File: src/rtl/pc_pkg.sv
// pc_pkg: shared definitions for the program-counter unit.
//   - pcsrc_e: next-PC select encoding (PCSRC_PLUS4/BRANCH/JALR/RET)
//   - DEFAULT_RESET_VECTOR: default PC after reset and while idle
package pc_pkg;

  typedef enum logic [1:0] {
    PCSRC_PLUS4  = 2'b00,
    PCSRC_BRANCH = 2'b01,
    PCSRC_JALR   = 2'b10,
    PCSRC_RET    = 2'b11
  } pcsrc_e;

  // Wide enough for any sensible ADDRESS_WIDTH; truncated at the use site.
  localparam logic [63:0] DEFAULT_RESET_VECTOR = 64'h0;

endpackage

File: src/rtl/pc_unit_if.sv
// pc_unit_if: control/status bundle between the fetch controller and pc_unit.
//   master (controller): drives trigger, stall, pcsrc, immext, result, call;
//                        observes pc, pcplus4, ras_empty, ras_overflow.
//   slave  (pc_unit)   : the mirror image.
interface pc_unit_if #(
  parameter int unsigned ADDRESS_WIDTH = 32,
  parameter int unsigned DATA_WIDTH    = 32
);
  logic                     trigger;
  logic                     stall;
  logic [1:0]               pcsrc;
  logic [DATA_WIDTH-1:0]    immext;
  logic [DATA_WIDTH-1:0]    result;
  logic                     call;
  logic [ADDRESS_WIDTH-1:0] pc;
  logic [ADDRESS_WIDTH-1:0] pcplus4;
  logic                     ras_empty;
  logic                     ras_overflow;

  modport master (
    output trigger, stall, pcsrc, immext, result, call,
    input  pc, pcplus4, ras_empty, ras_overflow
  );

  modport slave (
    input  trigger, stall, pcsrc, immext, result, call,
    output pc, pcplus4, ras_empty, ras_overflow
  );
endinterface

File: src/rtl/return_addr_stack.sv
// return_addr_stack: circular return-address stack.
//   clk, rst    : clock, asynchronous active-high reset (clears all state)
//   push_i      : write data_i as the new top entry
//   pop_i       : discard the top entry (ignored when empty)
//   data_i      : address to push
//   top_o       : current top entry (meaningless when empty_o)
//   empty_o     : no entries held
//   overflow_o  : sticky, set when a push overwrote the oldest entry
// Push and pop together replace the top entry in place.
module return_addr_stack #(
  parameter int unsigned WIDTH = 32,
  parameter int unsigned DEPTH = 4
) (
  input  logic             clk,
  input  logic             rst,
  input  logic             push_i,
  input  logic             pop_i,
  input  logic [WIDTH-1:0] data_i,
  output logic [WIDTH-1:0] top_o,
  output logic             empty_o,
  output logic             overflow_o
);

  localparam int unsigned PtrW = $clog2(DEPTH);
  localparam logic [PtrW:0] CountFull = (PtrW + 1)'(DEPTH);

  logic [WIDTH-1:0] entries_q [DEPTH];
  logic [WIDTH-1:0] entries_d [DEPTH];
  // ptr_q is the next free slot; the top entry sits one below it (mod DEPTH).
  logic [PtrW-1:0]  ptr_q, ptr_d, top_idx;
  logic [PtrW:0]    count_q, count_d;
  logic             ovf_q, ovf_d;
  logic             do_pop;

  assign top_idx    = ptr_q - PtrW'(1);
  assign do_pop     = pop_i & (count_q != '0);
  assign top_o      = entries_q[top_idx];
  assign empty_o    = (count_q == '0);
  assign overflow_o = ovf_q;

  always_comb begin
    entries_d = entries_q;
    ptr_d     = ptr_q;
    count_d   = count_q;
    ovf_d     = ovf_q;
    if (push_i && do_pop) begin
      entries_d[top_idx] = data_i;
    end else if (push_i) begin
      entries_d[ptr_q] = data_i;
      ptr_d            = ptr_q + PtrW'(1);
      // When full the write lands on the oldest entry; count saturates.
      if (count_q == CountFull) begin
        ovf_d = 1'b1;
      end else begin
        count_d = count_q + (PtrW + 1)'(1);
      end
    end else if (do_pop) begin
      ptr_d   = top_idx;
      count_d = count_q - (PtrW + 1)'(1);
    end
  end

  always_ff @(posedge clk or posedge rst) begin
    if (rst) begin
      for (int i = 0; i < int'(DEPTH); i++) begin
        entries_q[i] <= '0;
      end
      ptr_q   <= '0;
      count_q <= '0;
      ovf_q   <= 1'b0;
    end else begin
      entries_q <= entries_d;
      ptr_q     <= ptr_d;
      count_q   <= count_d;
      ovf_q     <= ovf_d;
    end
  end

endmodule

File: src/rtl/pc_unit.sv
// pc_unit: program counter with optional return-address stack.
//   clk, rst : clock, asynchronous active-high reset
//   pc_if    : pc_unit_if.slave
//     trigger=0 holds pc at RESET_VECTOR; stall=1 holds pc and RAS;
//     pcsrc selects plus4 / branch (pc+sext(immext)) / jump-register
//     (result, bit 0 cleared) / return (RAS top, pcplus4 if empty);
//     call pushes pcplus4 on an advancing cycle.
//     pc is registered, pcplus4 is combinational.
// Build option: define PC_UNIT_RAS_EN to include the RAS. Without it
// return behaves as jump-register, call is ignored, ras_empty=1 and
// ras_overflow=0.
module pc_unit
  import pc_pkg::*;
#(
  parameter int unsigned              ADDRESS_WIDTH = 32,
  parameter int unsigned              DATA_WIDTH    = 32,
  parameter logic [ADDRESS_WIDTH-1:0] RESET_VECTOR  = ADDRESS_WIDTH'(DEFAULT_RESET_VECTOR),
  parameter int unsigned              RAS_DEPTH     = 4
) (
  input  logic      clk,
  input  logic      rst,
  pc_unit_if.slave  pc_if
);

  logic [ADDRESS_WIDTH-1:0] pc_q, pc_d;
  logic [ADDRESS_WIDTH-1:0] pcplus4;
  logic [ADDRESS_WIDTH-1:0] imm_sext;
  logic [ADDRESS_WIDTH-1:0] res_addr;
  logic [ADDRESS_WIDTH-1:0] jalr_target;
  logic [ADDRESS_WIDTH-1:0] ret_target;
  logic [ADDRESS_WIDTH-1:0] next_pc;
  logic                     advance;
  logic                     ras_empty;
  logic                     ras_overflow;

  assign pcplus4 = pc_q + ADDRESS_WIDTH'(4);
  assign advance = pc_if.trigger & ~pc_if.stall;

  // Fit data-width operands to the address width.
  if (DATA_WIDTH >= ADDRESS_WIDTH) begin : g_narrow
    assign imm_sext = pc_if.immext[ADDRESS_WIDTH-1:0];
    assign res_addr = pc_if.result[ADDRESS_WIDTH-1:0];
  end else begin : g_widen
    assign imm_sext = {{(ADDRESS_WIDTH - DATA_WIDTH){pc_if.immext[DATA_WIDTH-1]}},
                       pc_if.immext};
    assign res_addr = {{(ADDRESS_WIDTH - DATA_WIDTH){1'b0}}, pc_if.result};
  end

  assign jalr_target = res_addr & ~ADDRESS_WIDTH'(1);

`ifdef PC_UNIT_RAS_EN
  logic                     ras_push;
  logic                     ras_pop;
  logic [ADDRESS_WIDTH-1:0] ras_top;

  assign ras_push = advance & pc_if.call;
  assign ras_pop  = advance & (pcsrc_e'(pc_if.pcsrc) == PCSRC_RET) & ~ras_empty;

  return_addr_stack #(
    .WIDTH (ADDRESS_WIDTH),
    .DEPTH (RAS_DEPTH)
  ) u_ras (
    .clk        (clk),
    .rst        (rst),
    .push_i     (ras_push),
    .pop_i      (ras_pop),
    .data_i     (pcplus4),
    .top_o      (ras_top),
    .empty_o    (ras_empty),
    .overflow_o (ras_overflow)
  );

  assign ret_target = ras_empty ? pcplus4 : ras_top;
`else
  localparam int unsigned unused_ras_depth = RAS_DEPTH;
  logic unused_call;

  assign unused_call  = pc_if.call;
  assign ras_empty    = 1'b1;
  assign ras_overflow = 1'b0;
  assign ret_target   = jalr_target;
`endif

  always_comb begin
    next_pc = pcplus4;
    unique case (pcsrc_e'(pc_if.pcsrc))
      PCSRC_PLUS4:  next_pc = pcplus4;
      PCSRC_BRANCH: next_pc = pc_q + imm_sext;
      PCSRC_JALR:   next_pc = jalr_target;
      PCSRC_RET:    next_pc = ret_target;
      default:      next_pc = pcplus4;
    endcase
  end

  always_comb begin
    pc_d = next_pc;
    if (!pc_if.trigger) begin
      pc_d = RESET_VECTOR;
    end else if (pc_if.stall) begin
      pc_d = pc_q;
    end
  end

  always_ff @(posedge clk or posedge rst) begin
    if (rst) begin
      pc_q <= RESET_VECTOR;
    end else begin
      pc_q <= pc_d;
    end
  end

  assign pc_if.pc           = pc_q;
  assign pc_if.pcplus4      = pcplus4;
  assign pc_if.ras_empty    = ras_empty;
  assign pc_if.ras_overflow = ras_overflow;

endmodule

File: src/flat_wrapper.sv
// flat-port wrapper written by rule: the top's interface ports become plain ports
module pc_unit_flat import pc_pkg::*;
#(
  parameter int unsigned              ADDRESS_WIDTH = 32,
  parameter int unsigned              DATA_WIDTH    = 32,
  parameter logic [ADDRESS_WIDTH-1:0] RESET_VECTOR  = ADDRESS_WIDTH'(DEFAULT_RESET_VECTOR),
  parameter int unsigned              RAS_DEPTH     = 4
)
  (clk, rst, pc_if_trigger, pc_if_stall, pc_if_pcsrc, pc_if_immext, pc_if_result, pc_if_call, pc_if_pc, pc_if_pcplus4, pc_if_ras_empty, pc_if_ras_overflow);
  pc_unit_if #(.ADDRESS_WIDTH(ADDRESS_WIDTH), .DATA_WIDTH(DATA_WIDTH)) pc_if_i ();
  input  logic clk;
  input  logic rst;
  input wire logic [$bits(pc_if_i.trigger)-1:0] pc_if_trigger;
  input wire logic [$bits(pc_if_i.stall)-1:0] pc_if_stall;
  input wire logic [$bits(pc_if_i.pcsrc)-1:0] pc_if_pcsrc;
  input wire logic [$bits(pc_if_i.immext)-1:0] pc_if_immext;
  input wire logic [$bits(pc_if_i.result)-1:0] pc_if_result;
  input wire logic [$bits(pc_if_i.call)-1:0] pc_if_call;
  output wire logic [$bits(pc_if_i.pc)-1:0] pc_if_pc;
  output wire logic [$bits(pc_if_i.pcplus4)-1:0] pc_if_pcplus4;
  output wire logic [$bits(pc_if_i.ras_empty)-1:0] pc_if_ras_empty;
  output wire logic [$bits(pc_if_i.ras_overflow)-1:0] pc_if_ras_overflow;
  assign pc_if_i.trigger = pc_if_trigger;
  assign pc_if_i.stall = pc_if_stall;
  assign pc_if_i.pcsrc = pc_if_pcsrc;
  assign pc_if_i.immext = pc_if_immext;
  assign pc_if_i.result = pc_if_result;
  assign pc_if_i.call = pc_if_call;
  assign pc_if_pc = pc_if_i.pc;
  assign pc_if_pcplus4 = pc_if_i.pcplus4;
  assign pc_if_ras_empty = pc_if_i.ras_empty;
  assign pc_if_ras_overflow = pc_if_i.ras_overflow;
  pc_unit #(.ADDRESS_WIDTH(ADDRESS_WIDTH), .DATA_WIDTH(DATA_WIDTH), .RESET_VECTOR(RESET_VECTOR), .RAS_DEPTH(RAS_DEPTH)) u_core (.clk(clk), .rst(rst), .pc_if(pc_if_i));
endmodule
File: config.mk
export PLATFORM = sky130hd
export DESIGN_NAME = pc_unit_flat
export DESIGN_NICKNAME = d
export VERILOG_FILES = /design/src/rtl/pc_pkg.sv /design/src/rtl/pc_unit_if.sv /design/src/rtl/return_addr_stack.sv /design/src/rtl/pc_unit.sv /design/src/flat_wrapper.sv
export SDC_FILE = /design/constraint.sdc
export NUM_CORES = 1
export LEC_CHECK = 0
export ABC_CLOCK_PERIOD_IN_PS = 3300
export BUFFER_PORTS_ARGS = -buffer_cell sky130_fd_sc_hd__buf_2
export CAP_MARGIN = 15
export CORE_UTILIZATION = 53
export CTS_BUF_LIST = sky130_fd_sc_hd__clkbuf_4 sky130_fd_sc_hd__clkbuf_8
export CTS_CLUSTER_DIAMETER = 200
export DETAILED_ROUTE_END_ITERATION = 10
export HOLD_SLACK_MARGIN = 0.06
export PLACE_DENSITY = 0.91
export SLEW_MARGIN = 30
export SYNTH_ARGS = -nofsm -noshare
export SYNTH_HDL_FRONTEND = slang
export SYNTH_HIERARCHICAL = 1
export SYNTH_SLANG_ARGS = --single-unit
File: constraint.sdc
create_clock -name clk -period 3.3 [get_ports clk]
set_clock_uncertainty 0.2 [all_clocks]
set_input_delay 0.165 -clock clk [delete_from_list [all_inputs] [get_ports clk]]
set_output_delay 0.165 -clock clk [all_outputs]
set_load 0.05 [all_outputs]
==> impl_metrics.env, run 1 <==
export IMPL_clock_latency_ns=0.30
export IMPL_cp_slowest_cell="dfrtp_1"
export IMPL_place_congestion=0.944
export IMPL_cts_buffer_depth=2
export IMPL_largest_reg_flops=32
export IMPL_die_w_um=87.9
export IMPL_start_util=0.563
export IMPL_grt_pass1_vias=4294
export IMPL_tritoncts="built"
export IMPL_syn_to_final_growth_pct=27.2
export IMPL_path_max_fanout=7
export IMPL_critPathKind="reg2reg"
export IMPL_die_area_um2=7730
export IMPL_antenna_found_initial=0
export IMPL_route_top_layer_used="met4"
export IMPL_max_stage_delay_ns=0.48
export IMPL_peakVddDrop_v=0.000208
export IMPL_drive_gt1_frac=0.255
export IMPL_ys_flop_type="dfrtp_1"
export IMPL_cp_required_ns=3.30
export IMPL_synth_edf_count=0
export IMPL_ys_ff_latch=32
export IMPL_die_height_um=87.9
export IMPL_netlist_area_leader_share=0.205
export IMPL_rows=30
export IMPL_reg2reg_setup_slack_ns=0.21
export IMPL_grt_pass1_wl_mm=20.9
export IMPL_grt_usage=0.351
export IMPL_syn_cell_area_um2=3910
export IMPL_status="completed"
export IMPL_grt_overflow_total=0
export IMPL_max_cap_violations=0
export IMPL_wl_per_cell_um=18.3
export IMPL_routed_via_density=6.23
export IMPL_slew_limit_headroom=0.445
export IMPL_io_buffers=132
export IMPL_hold_viol=0
export IMPL_finalInstanceArea_um2=4970
export IMPL_dp_hpwl_mm=9.95
export IMPL_hold_path_class="in2reg"
export IMPL_drv_slew=0
export IMPL_dr_pass1_iters=6
export IMPL_synth_nets=612
export IMPL_synth_area_leader_cell="dfrtp_1"
export IMPL_route_detailed_drc=0
export IMPL_fin_setup_tns_ns=0
export IMPL_syn_area_per_cell_um2=7.70
export IMPL_root_buffer="clkbuf_8"
export IMPL_rsz0062_at_grt="no"
export IMPL_layout_common_cells="buf_2 (132), nand2_1 (51), a21oi_1 (43), o21ai_0 (42), nor2_1 (42)"
export IMPL_arrival_ns=3.10
export IMPL_syn_inst=508
export IMPL_fin_crit_ns=3.09
export IMPL_setup_viol=0
export IMPL_start_kind="register"
export IMPL_p_per_area_nw_per_um2=373
export IMPL_drtAntennaViolNets=0
export IMPL_path_cells="ha_1, a21oi_1, o21ai_0, and2_1, a2111o_1, a21o_1, xnor2_1, a211oi_1, a21oi_1, o21ai_0"
export IMPL_clock_sinks=32
export IMPL_critical_path_endpoint_type="register"
export IMPL_ys_warn_count=6
export IMPL_wl_met1_mm=5.43
export IMPL_path_clk_slew_ns=0.08
export IMPL_p_leak_nw=2.50
export IMPL_wl_mm=13.7
export IMPL_ctsHtreeMaxLevel=2
export IMPL_fillers=547
export IMPL_ys_types=68
export IMPL_worstMarginPinSlew_ns=0.830
export IMPL_diodes=0
export IMPL_wl_met3_mm=1.40
export IMPL_fmax_mhz=323
export IMPL_coreArea_um2=6940
export IMPL_ios=137
export IMPL_dr_total_vias=4679
export IMPL_post_dp_cell_area_um2=4660
export IMPL_grt_max_degree=33
export IMPL_async_flop_share=1.00
export IMPL_yosys_top_cells_area="dfrtp_1 (20%), ha_1 (10%), xnor2_1 (8.1%), a21oi_1 (5.5%), o21ai_0 (5.5%)"
export IMPL_final_common_cell="buf_2"
export IMPL_cts_buffers=5
export IMPL_ys_seq_area_frac=0.205
export IMPL_fin_nets=758
export IMPL_fin_crit_sh=0.937
export IMPL_dr_wl_met2_mm=6.42
export IMPL_drtIter0Drc=393
-- report_power, final --
part           leakage, nW  internal, mW  switching (mW)  total [mW]
logic                 2.01         0.316           0.610       0.926
clock network       0.0645         0.267           0.175       0.442
registers            0.424         0.423          0.0651       0.489
total                 2.50          1.01           0.850        1.86
-- synth_stat cells (all sizes together), types with 3 or more instances --
library cell	n
a211o	3
a211oi	7
a21o	13
a21oi	45
a31oi	7
and2	9
and3	14
buf	10
clkbuf	12
dfrtp	32
ha	32
inv	12
mux2i	4
nand2	52
nand2b	8
nand3	25
nand3b	3
nand4	7
nor2	42
nor2b	5
nor3	4
o211ai	4
o21a	4
o21ai	46
o221ai	12
xnor2	37
xor2	20
-- critical path: cells and delay by family, from the launching register on --
kind	cells	cell delay [ns]
simple gates	1	0.19
fa+ha+maj	1	0.39
xor+xnor	1	0.15
compound gates	7	1.58
flops	1	0.48
-- cell type report --
| class | count | area (µm²) | share of cell area |
|---|---|---|---|
| clock inverters | 1 | 30.0 | 0.00604 |
| inverters | 14 | 52.6 | 0.0106 |
| multi-input cells | 440 | 2950 | 0.593 |
| clock buffers | 7 | 96.3 | 0.0194 |
| flip-flops and latches | 32 | 802 | 0.161 |
| well taps | 96 | 120 | 0.0242 |
| repair buffers | 161 | 921 | 0.185 |
-- path summary, 6_finish.rpt --
| path | cells after the start | startpoint | endpoint |
|---|---|---|---|
| setup / recovery | 10 | u_core/pc_if.pc[7] | u_core/pc_if.pc[16] |
| hold / removal | 3 | pc_if_result[25] | u_core/pc_if.pc[25] |
| setup reg to reg | 10 | u_core/pc_if.pc[7] | u_core/pc_if.pc[16] |
| hold reg to reg | 2 | u_core/pc_if.pc[15] | u_core/pc_if.pc[15] |
| max in group asynchronous | 4 | rst | u_core/pc_if.pc[4] |
| min in group asynchronous | 4 | rst | u_core/pc_if.pc[0] |
-- cells by family after synthesis --
| kind of cell | Yosys count | share of synthesized area |
|---|---|---|
| xor+xnor | 57 | 0.130 |
| mux | 4 | 0.0102 |
| buf+inv | 36 | 0.0429 |
| compound gates | 167 | 0.277 |
| simple gates | 177 | 0.226 |
| flops | 32 | 0.205 |
| fa+ha+maj | 33 | 0.107 |
| other cells | 2 | 0.00192 |
-- what timing repair did --
action / in CTS / in global routing
setup endpoints to repair: 0 / 1
setup buffers: 0 / 1
hold buffers: 17 / 0
endpoints found under the hold margin: 52 / 0
resized for setup: 0 / 4
-- layer usage --
metal  vias to the layer above  global-route usage
met5                         -                   0
met3                        50              0.0481
met4                         0               0.171
met2                       346               0.575
li1                       2156                   -
met1                      2127               0.454
-- metrics by stage --
stage | worst slack, ns | instances | utilization | hold slack, ns | power [mW]
after floorplan | 0.112 | 508 | - | 0.0812 | 1.16
after global placement | 0.360 | 725 | 0.671 | 0.0865 | 1.35
after detailed placement | 0.268 | 725 | 0.671 | 0.0878 | 1.38
after CTS | 0.0341 | 750 | 0.714 | 0.0609 | 1.84
after global routing | 0.0561 | 751 | 0.716 | 0.0914 | 1.95
final | 0.208 | 751 | 0.716 | 0.0706 | 1.86
No activity file was read; power rests on OpenSTA's default activity.
==> run 2: changes to the inputs <==
--- a/config.mk
+++ b/config.mk
@@ -8,12 +8,14 @@
 export ABC_CLOCK_PERIOD_IN_PS = 3300
 export BUFFER_PORTS_ARGS = -buffer_cell sky130_fd_sc_hd__buf_2
 export CAP_MARGIN = 15
-export CORE_UTILIZATION = 53
+export CORE_UTILIZATION = 35
 export CTS_BUF_LIST = sky130_fd_sc_hd__clkbuf_4 sky130_fd_sc_hd__clkbuf_8
 export CTS_CLUSTER_DIAMETER = 200
+export CTS_CLUSTER_SIZE = 14
 export DETAILED_ROUTE_END_ITERATION = 10
 export HOLD_SLACK_MARGIN = 0.06
-export PLACE_DENSITY = 0.91
+export PLACE_DENSITY = 0.66
+export REMOVE_ABC_BUFFERS = 1
 export SLEW_MARGIN = 30
 export SYNTH_ARGS = -nofsm -noshare
 export SYNTH_HDL_FRONTEND = slang
==> run 2 against run 1 <==
Effect of this change:
- global-route usage fell by 11 points
- utilization fell by 26 points
- cell area barely moved
- sequential cell count did not move
- final cell count rose by 5.7%
- first-iteration DRC count fell by 33%
- maximum frequency rose by 1.5%
- power fell by 7.0%
- sequential share of layout area barely moved
- critical path depth fell by 3
==> impl_metrics.env, run 2 (same netlist as run 1, synthesis figures left out) <==
export IMPL_layout_common_cells="buf_2 (132), nand2_1 (51), o21ai_0 (43), a21oi_1 (43), nor2_1 (42)"
export IMPL_wl_mm=13.6
export IMPL_arrival_ns=2.68
export IMPL_fmax_mhz=328
export IMPL_grt_util_met2=0.401
export IMPL_start_util=0.361
export IMPL_power_mw=1.73
export IMPL_ios=137
export IMPL_grt_busiest_layer="met2"
export IMPL_clock_latency_ns=0.29
export IMPL_route_detailed_drc=0
export IMPL_die_height_um=108
export IMPL_fin_crit_sh=0.923
export IMPL_post_cts_resized=0
export IMPL_holdBufCountCts=16
export IMPL_syn_to_final_growth_pct=27.2
export IMPL_hold_viol=0
export IMPL_ctsHtreeMaxLevel=2
export IMPL_drtIter0Drc=262
export IMPL_coreArea_um2=10800
export IMPL_drive_gt1_frac=0.251
export IMPL_post_cts_buffers=0
export IMPL_max_cap_violations=0
export IMPL_grt_pass1_wl_mm=21.9
export IMPL_fin_crit_ns=3.05
export IMPL_io_buffers=132
export IMPL_critical_path_endpoint_type="output port"
export IMPL_whs_path_depth=3
export IMPL_rsz0062_at_grt="no"
export IMPL_cp_required_ns=2.93
export IMPL_dp_hpwl_mm=10.4
export IMPL_diodes=0
export IMPL_start_kind="register"
export IMPL_die_area_um2=11600
export IMPL_fillers=1140
export IMPL_status="completed"
export IMPL_gr_usage_met3=0.0357
export IMPL_multiInputGateArea_um2=2940
export IMPL_cts_buffer_depth=2
export IMPL_root_buffer="clkbuf_8"
export IMPL_path_clk_slew_ns=0.08
export IMPL_p_per_area_nw_per_um2=347
export IMPL_fin_nets=757
export IMPL_antenna_found_initial=0
export IMPL_final_seq_area_um2=801
export IMPL_drtAntennaViolNets=0
export IMPL_setup_viol=0
export IMPL_tritoncts="built"
export IMPL_wl_per_cell_um=17.2
export IMPL_worstMarginPinSlew_ns=0.928
export IMPL_pre_cts_ws_ns=0.340
export IMPL_grt_max_degree=23
export IMPL_die_w_um=108
export IMPL_drv_slew=0
export IMPL_rows=38
export IMPL_rr_worst_depth=10
export IMPL_path_max_fanout=8
export IMPL_fin_ws_ns=0.253
export IMPL_grt_usage=0.241
export IMPL_grtUsageMet1=0.321
export IMPL_cts_buffers=5
export IMPL_dr_pass1_iters=5
export IMPL_grt_pass1_vias=4280
export IMPL_place_congestion=0.854
export IMPL_dr_total_vias=4417
export IMPL_critPathKind="reg2out"
export IMPL_p_leak_nw=2.49
export IMPL_peakVddDrop_v=0.000144
export IMPL_largest_reg_flops=32
export IMPL_hold_path_class="in2reg"
export IMPL_routed_via_density=5.56
export IMPL_clock_sinks=32
export IMPL_grt_overflow_total=0
export IMPL_final_common_cell="buf_2"
export IMPL_reg2reg_setup_slack_ns=0.31
export IMPL_slew_limit_headroom=0.379
## run 2: path summary, 6_finish.rpt
kind,startpoint,end
max,u_core/pc_if.pc[8],pc_if_pcplus4[25]
min,pc_if_result[1],u_core/pc_if.pc[1]
max reg2reg,u_core/pc_if.pc[9],u_core/pc_if.pc[16]
min reg2reg,u_core/pc_if.pc[15],u_core/pc_if.pc[15]
max in group asynchronous,rst,u_core/pc_if.pc[16]
min in group asynchronous,rst,u_core/pc_if.pc[30]
## run 2: where the power goes
| part | internal [mW] | switching, mW | leakage (nW) |
|---|---|---|---|
| Combinational | 0.311 | 0.595 | 2.01 |
| Sequential | 0.423 | 0.0654 | 0.425 |
| Clock | 0.167 | 0.165 | 0.0510 |
| Total | 0.901 | 0.826 | 2.49 |
## run 2: area by class of cell
type	instances	share of cell area
sequential	32	0.161
timing repair buffer	160	0.183
clock buffer	6	0.0166
inverter	14	0.0106
tap	140	0.0352
multi-input combinational	440	0.592
clock inverter	2	0.00201
## run 2: per-layer routing
| layer | share of wire | up-vias | routed length [µm] |
|---|---|---|---|
| li1 | - | 2145 | - |
| met1 | 0.47 | 2101 | 6370 |
| met2 | 0.46 | 149 | 6210 |
| met3 | 0.059 | 22 | 798 |
| met4 | 0.018 | 0 | 250 |
| met5 | 0 | - | 0 |
## run 2: through the flow
step                setup TNS (ns)  instances   util  instance area (µm²)  hold WS [ns]
finish                           0        794  0.459                 4970        0.0805
global route                     0        794  0.459                 4970        0.0885
CTS                              0        794  0.459                 4970        0.0686
detailed placement               0        770  0.436                 4720         0.126
global placement                 0        770  0.436                 4720         0.109
floorplan                  -0.0618        486      -                 3800        0.0614
## run 2: worst max-delay path: stages (launching register included)
cell,delay [ns]
dfrtp_1,0.53
nand4_2,0.21
nand4bb_1,0.32
nor2_1,0.30
and2_1,0.39
nand3_1,0.14
xnor2_1,0.20
buf_2,0.30
